`config.mk`:
```
export PLATFORM = sky130hd
export DESIGN_NAME = seq_detect_ctrl_flat
export DESIGN_NICKNAME = d
export VERILOG_FILES = /design/src/rtl/seq_det_pkg.sv /design/src/rtl/seq_detect_ctrl_if.sv /design/src/rtl/seq_shift_match.sv /design/src/rtl/seq_detect_ctrl.sv /design/src/flat_wrapper.sv
export SDC_FILE = /design/constraint.sdc
export NUM_CORES = 1
export LEC_CHECK = 0
export CAP_MARGIN = 10
export CORE_ASPECT_RATIO = 1.1
export CORE_MARGIN = 2
export CORE_UTILIZATION = 53
export DETAILED_ROUTE_END_ITERATION = 6
export MAX_ROUTING_LAYER = met4
export PLACE_DENSITY = 0.79
export SYNTH_ARGS = -nofsm -noshare
export SYNTH_HDL_FRONTEND = slang
export SYNTH_SLANG_ARGS = --single-unit
export TNS_END_PERCENT = 50
```
`constraint.sdc`:
```
create_clock -name clk -period 2.6 [get_ports clk]
set_input_delay 0.26 -clock clk [delete_from_list [all_inputs] [get_ports clk]]
set_output_delay 0.26 -clock clk [all_outputs]
set_load 0.03 [all_outputs]
```
`src/rtl/seq_det_pkg.sv`:
```
// Shared types and default widths for the programmable serial pattern detector.
package seq_det_pkg;

  typedef enum logic [1:0] {
    IDLE  = 2'd0,
    ARMED = 2'd1,
    RUN   = 2'd2,
    DONE  = 2'd3
  } state_t;

  localparam int PAT_W_DEF = 4;
  localparam int CNT_W_DEF = 8;
  localparam int WIN_W_DEF = 8;

endpackage

```
`src/rtl/seq_detect_ctrl_if.sv`:
```
// Configuration handshake bundle: the master offers a pattern/mode/window, the slave accepts it.
interface seq_detect_ctrl_if
  import seq_det_pkg::*;
#(
  parameter int PAT_W = PAT_W_DEF,
  parameter int WIN_W = WIN_W_DEF
) ();

  logic             cfg_valid;
  logic             cfg_ready;
  logic [PAT_W-1:0] cfg_pattern;
  logic             cfg_overlap;
  logic [WIN_W-1:0] cfg_win;

  modport master (
    output cfg_valid, cfg_pattern, cfg_overlap, cfg_win,
    input  cfg_ready
  );

  modport slave (
    input  cfg_valid, cfg_pattern, cfg_overlap, cfg_win,
    output cfg_ready
  );

endinterface

```
`src/rtl/seq_shift_match.sv`:
```
// Serial shift register with fill counter; hit is combinational on the bit being accepted.
module seq_shift_match
  import seq_det_pkg::*;
#(
  parameter int PAT_W = PAT_W_DEF
) (
  input  logic             clk,
  input  logic             rst,
  input  logic             shift_en,
  input  logic             clr,
  input  logic             nov_clr,
  input  logic             bit_in,
  input  logic [PAT_W-1:0] pattern,
  output logic             hit
);

  localparam int FILL_W = $clog2(PAT_W + 1);
  localparam logic [FILL_W-1:0] FILL_FULL = FILL_W'(PAT_W);

  logic [PAT_W-1:0]  shift_reg;
  logic [PAT_W-1:0]  shift_next;
  logic [FILL_W-1:0] fill_reg;
  logic [FILL_W-1:0] fill_post;

  // New bit enters at the LSB so the MSB always holds the oldest bit.
  assign shift_next[0] = bit_in;
  for (genvar gi = 1; gi < PAT_W; gi++) begin : g_shift
    assign shift_next[gi] = shift_reg[gi-1];
  end

  always_comb begin
    fill_post = (fill_reg == FILL_FULL) ? fill_reg : fill_reg + FILL_W'(1);
    hit       = shift_en && (fill_post == FILL_FULL) && (shift_next == pattern);
  end

  always_ff @(posedge clk or negedge rst) begin
    if (!rst) begin
      shift_reg <= '0;
      fill_reg  <= '0;
    end else if (clr) begin
      shift_reg <= '0;
      fill_reg  <= '0;
    end else if (shift_en) begin
      shift_reg <= shift_next;
      fill_reg  <= (hit && nov_clr) ? '0 : fill_post;
    end
  end

endmodule

```
`src/rtl/seq_detect_ctrl.sv`:
```
// Sequenced pattern-detection controller: configure, arm, run a bounded or open window.
// Optional SEQ_DET_FIRST_IDX_EN adds first_idx/first_vld reporting the first hit position.
module seq_detect_ctrl
  import seq_det_pkg::*;
#(
  parameter int PAT_W = PAT_W_DEF,
  parameter int CNT_W = CNT_W_DEF,
  parameter int WIN_W = WIN_W_DEF
) (
  input  logic             clk,
  input  logic             rst,
  seq_detect_ctrl_if.slave cfg,
  input  logic             start,
  input  logic             stop,
  input  logic             in_valid,
  input  logic             in_bit,
  output logic             busy,
  output logic             match,
  output logic [CNT_W-1:0] match_count,
  output logic             done
`ifdef SEQ_DET_FIRST_IDX_EN
  ,
  output logic [WIN_W-1:0] first_idx,
  output logic             first_vld
`endif
);

  state_t           state_reg;
  state_t           state_next;
  logic [PAT_W-1:0] pattern_reg;
  logic             overlap_reg;
  logic [WIN_W-1:0] win_reg;
  logic [WIN_W-1:0] bitcnt_reg;
  logic [WIN_W-1:0] bitcnt_post;
  logic [CNT_W-1:0] count_reg;
  logic             match_reg;
  logic             cfg_fire;
  logic             start_fire;
  logic             accept;
  logic             win_end;
  logic             hit;

  assign cfg_fire    = cfg.cfg_valid && cfg.cfg_ready;
  assign start_fire  = (state_reg == ARMED) && start;
  // stop wins over in_valid, so the bit presented alongside stop is dropped.
  assign accept      = (state_reg == RUN) && in_valid && !stop;
  assign bitcnt_post = bitcnt_reg + WIN_W'(1);
  assign win_end     = accept && (win_reg != '0) && (bitcnt_post == win_reg);

  seq_shift_match #(
    .PAT_W (PAT_W)
  ) u_shift_match (
    .clk      (clk),
    .rst      (rst),
    .shift_en (accept),
    .clr      (start_fire),
    .nov_clr  (!overlap_reg),
    .bit_in   (in_bit),
    .pattern  (pattern_reg),
    .hit      (hit)
  );

  always_ff @(posedge clk or negedge rst) begin
    if (!rst) state_reg <= IDLE;
    else      state_reg <= state_next;
  end

  always_comb begin
    state_next = state_reg;
    case (state_reg)
      IDLE:    if (cfg_fire) state_next = ARMED;
      ARMED:   if (start) state_next = RUN;
      RUN: begin
        if (stop)         state_next = IDLE;
        else if (win_end) state_next = DONE;
      end
      DONE:    state_next = IDLE;
      default: state_next = IDLE;
    endcase
  end

  always_comb begin
    cfg.cfg_ready = (state_reg == IDLE) || (state_reg == ARMED);
    busy          = (state_reg == RUN);
    done          = (state_reg == DONE);
  end

  always_ff @(posedge clk or negedge rst) begin
    if (!rst) begin
      pattern_reg <= '0;
      overlap_reg <= 1'b0;
      win_reg     <= '0;
      bitcnt_reg  <= '0;
      count_reg   <= '0;
      match_reg   <= 1'b0;
    end else begin
      if (cfg_fire) begin
        pattern_reg <= cfg.cfg_pattern;
        overlap_reg <= cfg.cfg_overlap;
        win_reg     <= cfg.cfg_win;
      end
      match_reg <= accept && hit;
      if (start_fire) begin
        bitcnt_reg <= '0;
        count_reg  <= '0;
      end else if (accept) begin
        bitcnt_reg <= bitcnt_post;
        if (hit && (count_reg != '1)) count_reg <= count_reg + CNT_W'(1);
      end
    end
  end

  assign match       = match_reg;
  assign match_count = count_reg;

`ifdef SEQ_DET_FIRST_IDX_EN
  always_ff @(posedge clk or negedge rst) begin
    if (!rst) begin
      first_idx <= '0;
      first_vld <= 1'b0;
    end else if (start_fire) begin
      first_idx <= '0;
      first_vld <= 1'b0;
    end else if (accept && hit && !first_vld) begin
      first_idx <= bitcnt_reg;
      first_vld <= 1'b1;
    end
  end
`endif

endmodule

```
`src/flat_wrapper.sv`:
```
// flat-port wrapper written by rule: the top's interface ports become plain ports
module seq_detect_ctrl_flat import seq_det_pkg::*;
#(
  parameter int PAT_W = PAT_W_DEF,
  parameter int CNT_W = CNT_W_DEF,
  parameter int WIN_W = WIN_W_DEF
)
  (clk, rst, start, stop, in_valid, in_bit, busy, match, match_count, done, cfg_cfg_valid, cfg_cfg_pattern, cfg_cfg_overlap, cfg_cfg_win, cfg_cfg_ready);
  seq_detect_ctrl_if #(.PAT_W(PAT_W), .WIN_W(WIN_W)) cfg_i ();
  input  logic clk;
  input  logic rst;
  input  logic start;
  input  logic stop;
  input  logic in_valid;
  input  logic in_bit;
  output logic busy;
  output logic match;
  output logic [CNT_W-1:0] match_count;
  output logic done;
  input wire logic [$bits(cfg_i.cfg_valid)-1:0] cfg_cfg_valid;
  input wire logic [$bits(cfg_i.cfg_pattern)-1:0] cfg_cfg_pattern;
  input wire logic [$bits(cfg_i.cfg_overlap)-1:0] cfg_cfg_overlap;
  input wire logic [$bits(cfg_i.cfg_win)-1:0] cfg_cfg_win;
  output wire logic [$bits(cfg_i.cfg_ready)-1:0] cfg_cfg_ready;
  assign cfg_i.cfg_valid = cfg_cfg_valid;
  assign cfg_i.cfg_pattern = cfg_cfg_pattern;
  assign cfg_i.cfg_overlap = cfg_cfg_overlap;
  assign cfg_i.cfg_win = cfg_cfg_win;
  assign cfg_cfg_ready = cfg_i.cfg_ready;
  seq_detect_ctrl #(.PAT_W(PAT_W), .CNT_W(CNT_W), .WIN_W(WIN_W)) u_core (.clk(clk), .rst(rst), .cfg(cfg_i), .start(start), .stop(stop), .in_valid(in_valid), .in_bit(in_bit), .busy(busy), .match(match), .match_count(match_count), .done(done));
endmodule
```
---- Word-level counts from Yosys, hierarchy flattened ----
Cells that the tools add are included.
operators by class
  $add $sub $neg .......................... 3
  equality and inequality tests ........... 11
  muxes and demuxes ....................... 16
  reductions and logical operators ........ 20
operators by type and width
  cell                                                   number
  two-way mux 8 bit                                      5
  two-way mux 3 bit                                      6
  adder 8 x 1 -> 8 bit, second input constant            2
  logical AND 1 bit                                      11
  == test 8 bit                                          1
  two-way mux 2 bit                                      4
  inequality test 8 bit, second input constant           1
  one-hot mux 2 bit (4 select lines)                     1
  nonzero test 8 bit                                     1
  == test 3 bit, second input constant                   2
  == test 2 bit, second input constant                   2
  == test 4 bit                                          1
  nonzero test 2 bit                                     2
  adder 3 x 1 -> 3 bit, second input constant            1
  inequality test 3 x 2 -> 1 bit, second input constant  1
  AND reduction 3 bit                                    1
  == test 2 x 1 -> 1 bit, second input constant          1
  zero test 1 bit                                        2
  zero test 2 bit                                        1
  inequality test 2 x 1 -> 1 bit, second input constant  1
  inequality test 2 bit, second input constant           1
  AND reduction 2 bit                                    1
  logical OR 1 bit                                       1
storage, ports and cells
  flip-flop bits (word level) ............. 38
  output and inout bits ................... 12
  logic and storage cells ................. 59

---- Logic depth before layout (Yosys ltp) ----
  depth in word-level cells ............... 9
  depth in mapped cells ................... 8

---- Hierarchy ----
A second synthesis with hierarchy kept.
unflattened totals
  cell total of the unflattened synthesis .. 199
  area total of the unflattened synthesis .. 2059.5 um^2
by module, submodules not included
  module           times used  cells each  area each (um^2)
  seq_detect_ctrl  1           161         1676.6
  seq_shift_match  1           38          382.9

---- Worst setup path before layout ----
Ideal clock, no wire load.
  path kind ............................... flip-flop to flip-flop
  start point ............................. reg u_core.u_shift_match.fill_reg[0]
  end point ............................... reg u_core.count_reg[2] (netlist: u_core.match_count[2])
  library setup time ...................... 0.078 ns
  arrival ................................. 2.057 ns
  required time ........................... 2.522 ns
  slack ................................... 0.466 ns
  stages on the path, launching flop included .. 9
  path buffers ............................ 1
  cell sequence ........................... dfrtp_1 inv_1 ha_1 or4bb_1 o211ai_1 nand4_2 buf_2 or3_1 a21oi_1
on the way
  cells in the longest elaborated chain, start to end .. 8
ends and longest elaborated chain
  item                                                          RTL line                source
  start, declared                                               seq_shift_match.sv:22   logic [FILL_W-1:0] fill_reg;
  start signal, assigned                                        seq_shift_match.sv:45   fill_reg <= (hit && nov_clr) ? '0 : fill_post;
  adder 3 x 1 -> 3 bit / == test 3 bit (equally long branches)  seq_shift_match.sv:32   fill_post = (fill_reg == FILL_FULL) ? fill_reg : fill_reg + FILL_W'(1);
  two-way mux 3 bit (*)                                         seq_shift_match.sv:32
  == test 3 bit (*)                                             seq_shift_match.sv:33   hit = shift_en && (fill_post == FILL_FULL) && (shift_next == pattern);
  logical AND 1 bit (*) (2 in series)                           seq_shift_match.sv:33
  logical AND 1 bit (*)                                         seq_detect_ctrl.sv:108  if (hit && (count_reg != '1)) count_reg <= count_reg + CNT_W'(1);
  nonzero test 2 bit (no source line) (*)                       --
  AND reduction 2 bit (no source line) (*)                      --
  end signal, assigned                                          seq_detect_ctrl.sv:108
  end, declared                                                 seq_detect_ctrl.sv:35   logic [CNT_W-1:0] count_reg;
Every way passes the cells marked *; elsewhere a longest branch is shown, timed or not.
A chain may end at the register's enable or synchronous reset.

---- Final worst setup path ----
  start point ............................. reg u_core.u_shift_match.fill_reg[0]
  end point ............................... reg u_core.count_reg[7] (netlist: u_core.match_count[7])
Same word-level chain as after synthesis.

==> results_tabular.tex <==
\begin{tabular}{lr}
\hline
Metric & Value \\
\hline
\multicolumn{2}{l}{\textbf{Timing}} \\
Shortest clock period the worst path allows after layout & roughly 2.4 ns \\
Final count of negative-setup-slack endpoints & 0 \\
Actual transition at the worst max-transition pin & 0.8438 ns \\
TNS Setup & 0 ns \\
Slew Viols, Final & 0 \\
RSZ-0062 raised after global routing & false \\
Maximum operating frequency & 413.8 MHz \\
Rel. slew slack & 43.75\% \\
Setup skew after layout & 0.004900 ns \\
Tcrit/Tclk final & 92.95\% \\
Hold violation total from the final report & 0 \\
\multicolumn{2}{l}{\textbf{Placement}} \\
Number of port buffers & 31 \\
Placed Area & 0.002376 mm\^{}2 \\
HPWL after DPL & between 2000 and 3000 um \\
Routability congestion estimate & 0.9629 \\
\multicolumn{2}{l}{\textbf{Global routing}} \\
Total GRT Usage & a little under a quarter \\
Antenna violations before repair & 0 \\
Via count of the first global-routing pass & approximately 1600 \\
Pin count of the biggest net entering global routing & 39 \\
Aggregate global routing overflow & 0 \\
First-pass GRT wire length & 7314 um \\
\multicolumn{2}{l}{\textbf{CTS}} \\
Number of H-tree branching levels & 2 \\
Count of buffers added by post-CTS timing repair for setup & 0 \\
Hold-fix buffers at CTS & 0 \\
Clock Latency Late Sink & approximately 0.29 ns \\
CTS Buf Count & 5 \\
Number of resized instances in the post-cts repair step & 0 \\
Worst-case clock buffer depth & 2 \\
Clock tree sinks & 38 \\
TritonCTS clock tree & done \\
Clk root buf & sky130\_fd\_sc\_hd\_\_clkbuf\_8 \\
Clock Pin Slew Worst Setup and Hold Paths & around 0.07 ns \\
\multicolumn{2}{l}{\textbf{Die}} \\
Number of top-level design ports & 32 \\
Die width & roughly 63 um \\
\# rows & 23 \\
Effective utilization at floorplan & 55.18\% \\
Die Footprint & 0.004283 mm\^{}2 \\
Die extent in y & about 70 um \\
Core area & 0.003626 mm\^{}2 \\
\multicolumn{2}{l}{\textbf{Synth}} \\
Total standard cell area after synthesis & 0.002001 mm\^{}2 \\
Proportion of netlist area held by the largest area contributor & 47.53\% \\
Yosys top cell by area & sky130\_fd\_sc\_hd\_\_dfrtp\_1 \\
Ys async rst share & 100.0\% \\
Syn nets & 227 \\
Synth unique cells & 42 \\
Dominant register cell in the synthesized netlist & sky130\_fd\_sc\_hd\_\_dfrtp\_1 \\
Leading post-synthesis cells by cell area & sky130\_fd\_sc\_hd\_\_dfrtp\_1 (48\%), sky130\_fd\_sc\_hd\_\_mux2\_2 (6.8\%), sky130\_fd\_sc\_hd\_\_nand2\_1 (6.2\%) \\
Number of synthesized flops with an enable pin & 0 \\
Proportion of synthesized chip area in sequential cells & 47.53\% \\
Post-synthesis register bit count & 38 \\
Synth Area per Inst & 9.856 um\^{}2 \\
Synthesis Warnings & 0 \\
Number of standard cells after synthesis & 203 \\
\multicolumn{2}{l}{\textbf{Finish}} \\
Count of antenna diodes in the layout & 0 \\
Final layout net count & 262 \\
Fraction of layout instances using a drive strength above 1 & 11.34\% \\
Post-Layout Inst Area & $\sim$0.0025 mm\^{}2 \\
Area added between synthesis and finish & 22.58\% \\
\multicolumn{2}{l}{\textbf{Power and ir drop}} \\
Power density over cell area & between 600 and 700 mW/mm\^{}2 \\
Sequential share of power & 49.7\% \\
Part of the power in combinational logic & between 20\% and 30\% \\
Switching Power & between 0.0004 and 0.0005 W \\
Fraction of power consumed by the clock network & 25.2\% \\
Cell-internal power & 0.001059 W \\
Net Sw Frac & 30.82\% \\
Worst ir drop on vdd & 0.4772 mV \\
Leakage component of the power & 1.048 nW \\
Power, Total & 0.001531 W \\
\multicolumn{2}{l}{\textbf{Worst setup path}} \\
Class of the most critical setup path & flip-flop to flip-flop \\
Type of element launching the critical path & flip-flop \\
Standard cell with the maximum stage delay on the critical path & sky130\_fd\_sc\_hd\_\_or4bb\_1 \\
Series of cell instances along the critical path & inv\_1, ha\_1, or4bb\_1, o211ai\_1, nand4\_2, buf\_4, or3\_1, a21oi\_1 \\
Arrival time at the worst endpoint & 2.64 ns \\
Required time at the endpoint of the critical path & 2.82 ns \\
Delay of the slowest cell on the worst path & 0.52 ns \\
Endpoint kind of the worst setup timing path & flip-flop \\
Critical path peak fanout & 9 \\
\multicolumn{2}{l}{\textbf{Worst hold path}} \\
Hold crit path type & input port to asynchronous set/reset pin \\
\multicolumn{2}{l}{\textbf{Route}} \\
Number of DRC violations after detailed-routing iteration 0 & approximately 100 \\
1st-pass router iterations & 4 \\
Wire length after detailed routing & around 4100 um \\
Vias after detailed routing & between 1500 and 2000 \\
Post-detailed-route wirelength per cell & 14.10 um \\
Via density per instance & between 5 and 6 \\
Remaining number of nets flagged by the antenna check after routing & 0 \\
Count of unresolved DRC violations after routing & 0 \\
\multicolumn{2}{l}{\textbf{Flow run}} \\
Max cap viols & 0 \\
\multicolumn{2}{l}{\textbf{Outcome}} \\
Result of the run & completed \\
\hline
\end{tabular}
[metal layers]
metal  vias to the layer above  track usage [%]  routed length (um)
met1                       771            24.34                1728
met3                        10            5.921                 143
met5                         -                -                   0
li1                        791                -                   -
met4                         0            8.333                  85
met2                        31            41.53                2105
[critical path: cells and delay by family (launching register included)]
| kind | cells | cell delay, ns |
|---|---|---|
| buf+inv | 2 | 0.30 |
| fa+ha+maj | 1 | 0.22 |
| compound gates | 2 | 0.30 |
| flops | 1 | 0.44 |
| simple gates | 3 | 1.10 |
[metrics by stage]
stage          hold slack [ns]  std cells  setup slack (ns)  util, %
2_1_floorplan         -0.03559        203            0.4658        -
5_1_grt                 0.1370        288           0.03608    67.63
4_1_cts                0.09509        288            0.2010    67.63
3_3_place_gp            0.4076        281            0.2763    65.53
6_report               0.07080        288            0.1832    67.63
3_5_place_dp            0.4156        281            0.2062    65.53
[placed cells by master, fill, tap and decap left out, types with 6 or more instances in the layout]
master,synthesis,final
sky130_fd_sc_hd__o31ai_1,6,6
sky130_fd_sc_hd__nand2_1,33,33
sky130_fd_sc_hd__buf_4,0,6
sky130_fd_sc_hd__clkdlybuf4s50_1,0,30
sky130_fd_sc_hd__mux2_2,12,12
sky130_fd_sc_hd__nand3_1,12,12
sky130_fd_sc_hd__o21ai_0,16,16
sky130_fd_sc_hd__dfrtp_1,38,38
sky130_fd_sc_hd__xnor2_1,9,9
sky130_fd_sc_hd__a21oi_1,7,7
[power by group through the flow]
stage	combinational (W)	sequential [W]	clock [W]
after floorplan	0.000285	0.000744	0
after global placement	0.000374	0.000770	0
after detailed placement	0.000387	0.000774	0
after CTS	0.000389	0.000763	0.000395
after global routing	0.000433	0.000777	0.000419
final	0.000385	0.000761	0.000385
[cells in the mapped netlist, drive strengths merged, types with 3 or more instances]
library cell  count
dfrtp            38
nand2            33
o21ai            16
mux2             12
nand3            12
xnor2             9
a21oi             7
o31ai             6
and3              5
buf               5
inv               5
xor2              5
clkbuf            4
ha                4
nor2              4
nand4             3
nor2b             3
nor3              3
or3               3
or4               3
[final cells by class]
type / count / area (um^2)
flip-flops and latches: 38 / 950.9
repair buffers: 37 / 350.3
clock buffers: 7 / 76.32
inverters: 6 / 22.52
well taps: 50 / 62.56
fillers: 299 / 1174
multi-input cells: 150 / 989.7
[cells by family (layout without fill, tap and decap cells)]
kind of cell	after synthesis	count (layout)	share of synthesized area (%)
AOI/OAI and AO/OA	39	39	12.32
buffers and inverters	15	50	3.314
xor gates and xnor gates	14	14	6.129
muxes	13	13	7.255
DFF	38	38	47.53
and+or+nand+nor	80	80	20.95
adders and majority gates	4	4	2.502
[path summary, 6_finish.rpt]
path	from	end	slack (ns)	cells past startpoint
worst max-delay path	u_core.u_shift_match.fill_reg[0]$_DFFE_PN0P_	u_core.match_count[7]$_DFFE_PN0P_	0.18	8
worst min-delay path	rst	u_core.overlap_reg$_DFFE_PN0P_	0.07	1
worst min register to register	u_core.bitcnt_reg[7]$_DFFE_PN0P_	u_core.bitcnt_reg[7]$_DFFE_PN0P_	0.51	1
worst max register to register	u_core.u_shift_match.fill_reg[0]$_DFFE_PN0P_	u_core.match_count[7]$_DFFE_PN0P_	0.18	8
max in group asynchronous	rst	u_core.bitcnt_reg[1]$_DFFE_PN0P_	2.00	1
min in group clk	u_core.bitcnt_reg[7]$_DFFE_PN0P_	u_core.bitcnt_reg[7]$_DFFE_PN0P_	0.51	1
Note: power is estimated with default switching activity, not from simulation.
